[config.mk]
export PLATFORM = sky130hd
export DESIGN_NAME = result_display_sequencer
export DESIGN_NICKNAME = d
export VERILOG_FILES = /design/src/rtl/result_display_pkg.sv /design/src/rtl/result_display_sequencer_dwell_timer.sv /design/src/rtl/result_display_sequencer.sv
export SDC_FILE = /design/constraint.sdc
export NUM_CORES = 1
export LEC_CHECK = 0
export ABC_AREA = 1
export CAP_MARGIN = 20
export CORE_MARGIN = 8
export CORE_UTILIZATION = 45
export DETAILED_ROUTE_END_ITERATION = 7
export GPL_ROUTABILITY_DRIVEN = 0
export PLACE_DENSITY = 0.74
export SLEW_MARGIN = 5
export SYNTH_ARGS = -nofsm -noshare
export SYNTH_HDL_FRONTEND = slang
export SYNTH_SLANG_ARGS = --single-unit
[constraint.sdc]
create_clock -name clk_i -period 2.1 [get_ports clk_i]
set_clock_uncertainty 0.05 [all_clocks]
set_input_delay 0.315 -clock clk_i [delete_from_list [all_inputs] [get_ports clk_i]]
set_output_delay 0.315 -clock clk_i [all_outputs]
set_load 0.005 [all_outputs]
[src/rtl/result_display_pkg.sv]
// Shared types for the result display sequencer: the two-phase collect/show state.
package result_display_pkg;

  typedef enum logic {
    FILL = 1'b0,
    SHOW = 1'b1
  } state_e;

endpackage

[src/rtl/result_display_sequencer_dwell_timer.sv]
// Dwell counter for one displayed word; expire_o marks the last cycle of the dwell.
module dwell_timer #(
  parameter int dwell_cycles_p = 60000000
) (
  input  logic clk_i,
  input  logic reset_i,
  input  logic clear_i,
  input  logic en_i,
  output logic expire_o
);

  localparam int CountW = (dwell_cycles_p > 1) ? $clog2(dwell_cycles_p) : 1;
  localparam logic [CountW-1:0] LastCount = CountW'(dwell_cycles_p - 1);

  logic [CountW-1:0] count_q, count_d;

  // clear wins over enable so a word boundary always restarts from zero
  always_comb begin
    count_d = count_q;
    if (clear_i) begin
      count_d = '0;
    end else if (en_i) begin
      count_d = count_q + 1'b1;
    end
  end

  always_ff @(posedge clk_i) begin
    if (reset_i) begin
      count_q <= '0;
    end else begin
      count_q <= count_d;
    end
  end

  assign expire_o = en_i & (count_q == LastCount);

endmodule

[src/rtl/result_display_sequencer.sv]
// Collects depth_p result words, then shows each one for a dwell time (or until advance_i).
module result_display_sequencer
  import result_display_pkg::*;
#(
  parameter int width_p        = 8,
  parameter int depth_p        = 4,
  parameter int dwell_cycles_p = 60000000
) (
  input  logic                       clk_i,
  input  logic                       reset_i,
  input  logic                       valid_i,
  input  logic [width_p-1:0]         data_i,
  output logic                       ready_o,
  input  logic                       advance_i,
  input  logic                       flush_i,
  output logic                       display_o,
  output logic [width_p-1:0]         data_o,
  output logic [$clog2(depth_p)-1:0] index_o,
  output logic                       done_o
);

  localparam int IdxW = $clog2(depth_p);
  localparam logic [IdxW-1:0] LastIdx = IdxW'(depth_p - 1);

  state_e             state_q, state_d;
  logic [IdxW-1:0]    wrIdx_q, wrIdx_d;
  logic [IdxW-1:0]    rdIdx_q, rdIdx_d;
  logic [width_p-1:0] data_q, data_d;
  logic               done_q, done_d;
  logic [width_p-1:0] mem_q [depth_p];

  logic accept;
  logic wordEnd;
  logic expire;
  logic timerClear;

  assign ready_o    = (state_q == FILL) & ~reset_i & ~flush_i;
  assign accept     = valid_i & ready_o;
  assign wordEnd    = (state_q == SHOW) & (expire | advance_i);
  assign timerClear = flush_i | (state_q != SHOW) | wordEnd;

  dwell_timer #(
    .dwell_cycles_p(dwell_cycles_p)
  ) u_dwell_timer (
    .clk_i   (clk_i),
    .reset_i (reset_i),
    .clear_i (timerClear),
    .en_i    (state_q == SHOW),
    .expire_o(expire)
  );

  // flush overrides both the accept path and every SHOW transition
  always_comb begin
    state_d = state_q;
    wrIdx_d = wrIdx_q;
    rdIdx_d = rdIdx_q;
    done_d  = 1'b0;
    if (flush_i) begin
      state_d = FILL;
      wrIdx_d = '0;
      rdIdx_d = '0;
    end else begin
      case (state_q)
        FILL: begin
          if (accept) begin
            if (wrIdx_q == LastIdx) begin
              state_d = SHOW;
              wrIdx_d = '0;
              rdIdx_d = '0;
            end else begin
              wrIdx_d = wrIdx_q + 1'b1;
            end
          end
        end
        SHOW: begin
          if (wordEnd) begin
            if (rdIdx_q == LastIdx) begin
              state_d = FILL;
              rdIdx_d = '0;
              done_d  = 1'b1;
            end else begin
              rdIdx_d = rdIdx_q + 1'b1;
            end
          end
        end
        default: begin
          state_d = FILL;
          wrIdx_d = '0;
          rdIdx_d = '0;
        end
      endcase
    end
  end

  // mem[0] is always written well before SHOW is entered, so the lookahead read is safe
  always_comb begin
    data_d = '0;
    if (state_d == SHOW) begin
      data_d = mem_q[rdIdx_d];
    end
  end

  always_ff @(posedge clk_i) begin
    if (reset_i) begin
      state_q <= FILL;
      wrIdx_q <= '0;
      rdIdx_q <= '0;
      data_q  <= '0;
      done_q  <= 1'b0;
    end else begin
      state_q <= state_d;
      wrIdx_q <= wrIdx_d;
      rdIdx_q <= rdIdx_d;
      data_q  <= data_d;
      done_q  <= done_d;
    end
  end

  always_ff @(posedge clk_i) begin
    if (accept) begin
      mem_q[wrIdx_q] <= data_i;
    end
  end

  assign display_o = (state_q == SHOW);
  assign data_o    = data_q;
  assign index_o   = rdIdx_q;
  assign done_o    = done_q;

endmodule
==> flow_summary.json <==
{
  "status": "finished, final reports clean",
  "final.setup.tns_ns": 0,
  "antenna_cells": 0,
  "path_clk_slew_ns": 0.07,
  "groute.usage.overall_pct": 14.20,
  "syn_avg_cell_area_um2": 8.700,
  "worstPathMaxFanout": 4,
  "ys_seq_area_share_pct": 55.17,
  "clockRootBuffer": "clkbuf_8",
  "cp_data_required_time_ns": 1.74,
  "core-area_um2": 6832,
  "first_pass_iters": 4,
  "postRouteAntennaNets": 0,
  "rsz0062_at_grt": "no",
  "reg2reg_to": "data_o[2]",
  "tightest_slew_ns": 0.3706,
  "hold_violations": 0,
  "viasPerCell": 4.757,
  "antenna_found_initial": 0,
  "holdPathEnd": "u_dwell_timer.count_q[0]",
  "syn2layout_area_growth_pct": 21.24,
  "initial_utilization_pct": 46.74,
  "path_class": "input pin to output port",
  "num_rows": 30,
  "dr_total_vias": 2450,
  "peakVddDrop_v": 0.0004720,
  "leakage_nw": 1.467,
  "min_path_type": "flop to flop",
  "h-tree-depth": 3,
  "yosys.area.top_type": "edfxtp_1",
  "fin_util_pct": 56.67,
  "end_kind": "output port",
  "crit_top_cell": "clkdlybuf4s50_1",
  "ys_types": 30,
  "reg2regPathDepth": 13,
  "io_buffers": 25,
  "dieWidth_um": 100.2,
  "setup_slack_ns": 0.05516,
  "fin_crit_ns": 2.045,
  "r2r-start": "u_dwell_timer.count_q[0]",
  "syn-instance-count": 367,
  "die_area_um2": 10050,
  "rrSetupSlack_ns": 0.21,
  "cts.sinks": 72,
  "cp_data_arrival_time_ns": 1.68,
  "slowest_stage": "clkdlybuf4s50_1",
  "synth_seq_cells": 72,
  "crit_chain": "clkdlybuf4s50_1 > or2_1 > nor2_1 > clkdlybuf4s50_1",
  "maxCapViolCount": 0,
  "die_h_um": 100.2,
  "yosysWarnings": 0,
  "layout-drive-gt1-share_pct": 12.41,
  "grt-ovfl-total": 0,
  "slew_headroom_pct": 75.07,
  "drtIter0Drc": 92,
  "cts_tree": "done",
  "wl_per_cell_um": 12.53,
  "setup_viol": 0,
  "grt_pass1_vias": 2537,
  "cp_slowest_stage_delay_ns": 0.52,
  "cts_buffers": 9,
  "synth_fp_nets": 386,
  "io_pins": 26,
  "grt_max_degree": 21,
  "timing.fmax_mhz": 489.0,
  "grt_pass1_wl_um": 11320,
  "layout.nets": 433,
  "holdCritStartpoint": "u_dwell_timer.count_q[0]",
  "drc": 0,
  "yosysTopAreaCellShare_pct": 30.09,
  "place_ws_ns": 0.01738,
  "fin_crit_sh_pct": 97.37,
  "power_density_nw_per_um2": 647.5,
  "wl_um": 6452,
  "syn_area_um2": 3193,
  "hpwl_um": 4678,
  "crit_family": "buffers and inverters",
  "clockBufferDepth": 2,
  "synth_area_leaders": "edfxtp_1 (30%), dfxtp_1 (25%), nand2_1 (8.3%)",
  "crit_buf_inv": 2,
  "cp-start-kind": "input pin",
  "clk_latency_ns": 0.35,
  "drv_slew": 0,
  "min_path_cells": 1
}
-- how the worst max path moves through the flow --
stage                                   from                   endpoint  slack, ns  cells past startpoint
finish                               flush_i                    ready_o       0.06                      4
global route                         flush_i                    ready_o      0.007                      4
CTS                                  flush_i                    ready_o       0.04                      4
detailed placement                   flush_i                  data_o[2]       0.02                     10
global placement                     flush_i                  data_o[7]       0.06                     10
floorplan           u_dwell_timer.count_q[1]  u_dwell_timer.count_q[22]       0.34                      9
-- placed cells by master, fill, tap and decap left out, types with 2 or more instances in the layout --
cell / count
nor2_2: 2
buf_12: 3
clkbuf_8: 9
nand2_2: 6
edfxtp_1: 32
nor4_1: 2
nand2_1: 69
a21oi_1: 16
xnor2_1: 2
nor3_4: 2
a21oi_2: 2
nor2_1: 48
inv_2: 2
nand4_1: 4
xor2_1: 10
inv_1: 53
dfxtp_1: 40
clkdlybuf4s50_1: 25
nand3_1: 39
clkinvlp_4: 3
or2_2: 2
buf_4: 15
o21ai_0: 8
ha_1: 6
nor3_1: 8
-- flip-flops by register name, indices dropped and copies added (netlist names) --
signal                 count
index_o                    2
data_o                     8
u_dwell_timer.count_q     26
wrIdx_q                    2
display_o                  1
mem_q                     32
done_o                     1
-- timing repair --
action / 4_1_cts / 5_1_grt
hold buffers: 0 / 0
setup endpoints to repair: 0 / 9
gates resized for setup: 0 / 7
setup buffers: 0 / 0
hold endpoints to repair: 0 / 0
-- kinds of logic (layout without fill, tap and decap cells) --
| logic type | count (synthesis) | after routing | share of synthesized area (%) |
|---|---|---|---|
| buffers and inverters | 62 | 114 | 8.150 |
| adder cells (fa/ha/maj) | 6 | 6 | 2.351 |
| AO/OA/AOI/OAI | 28 | 28 | 4.977 |
| XOR/XNOR | 12 | 12 | 3.292 |
| AND/OR/NAND/NOR | 187 | 187 | 26.06 |
| flip-flops | 72 | 72 | 55.17 |
-- area by class of cell --
cell class	count	area, um^2
clock buffers	10	127.6
clock inverters	6	45.04
fillers	631	2960
inverters	55	206.4
multi-input cells	233	1187
flip-flops and latches	72	1762
well taps	96	120.1
repair buffers	43	422.9
-- cell usage after synthesis --
cell type and number:
nand2_1 71, inv_1 54, nor2_1 50, dfxtp_1 40
nand3_1 39, edfxtp_1 32, a21oi_1 16, xor2_1 10
o21ai_0 9, nor3_1 8, ha_1 6, nand2_2 4
nand4_1 4, buf_4 3, a21oi_2 2, buf_6 2
nor4_1 2, or2_2 2, xnor2_1 2, a21oi_4 1
and3_1 1, buf_2 1, clkbuf_1 1, inv_2 1
nand2_4 1, nand3_2 1, nor3_2 1, nor3_4 1
nor3b_1 1, or2_1 1
-- layer usage --
layer  track usage [%]  share of wire, %  up-vias
li1                  -                 -     1271
met1             15.54                42     1118
met2             24.56                50       48
met3             5.121               5.9       13
met4             5.233               1.6        0
met5                 0                 0        -
-- worst register-to-register path: cells and delay by family (launching register included) --
| kind | cells | cell delay, ns |
|---|---|---|
| flops | 1 | 0.36 |
| fa+ha+maj | 1 | 0.18 |
| simple gates | 10 | 1.07 |
| buf+inv | 1 | 0.04 |
| compound gates | 1 | 0.12 |
-- power by group --
group          total (mW)  internal [mW]  switching, mW
combinational      0.0720         0.0384         0.0336
sequential           1.47           1.47        0.00295
clock               0.963          0.432          0.531
-- metrics by stage --
step	cells	instance area [um^2]	hold slack, ns	power, mW
global placement	499	3682	0.3813	1.575
finish	515	3871	0.4092	2.507
detailed placement	499	3682	0.3922	1.577
floorplan	367	3193	0.3374	1.531
CTS	515	3855	0.4110	2.528
global route	515	3871	0.4239	2.592
(Power assumes the default switching activity.)
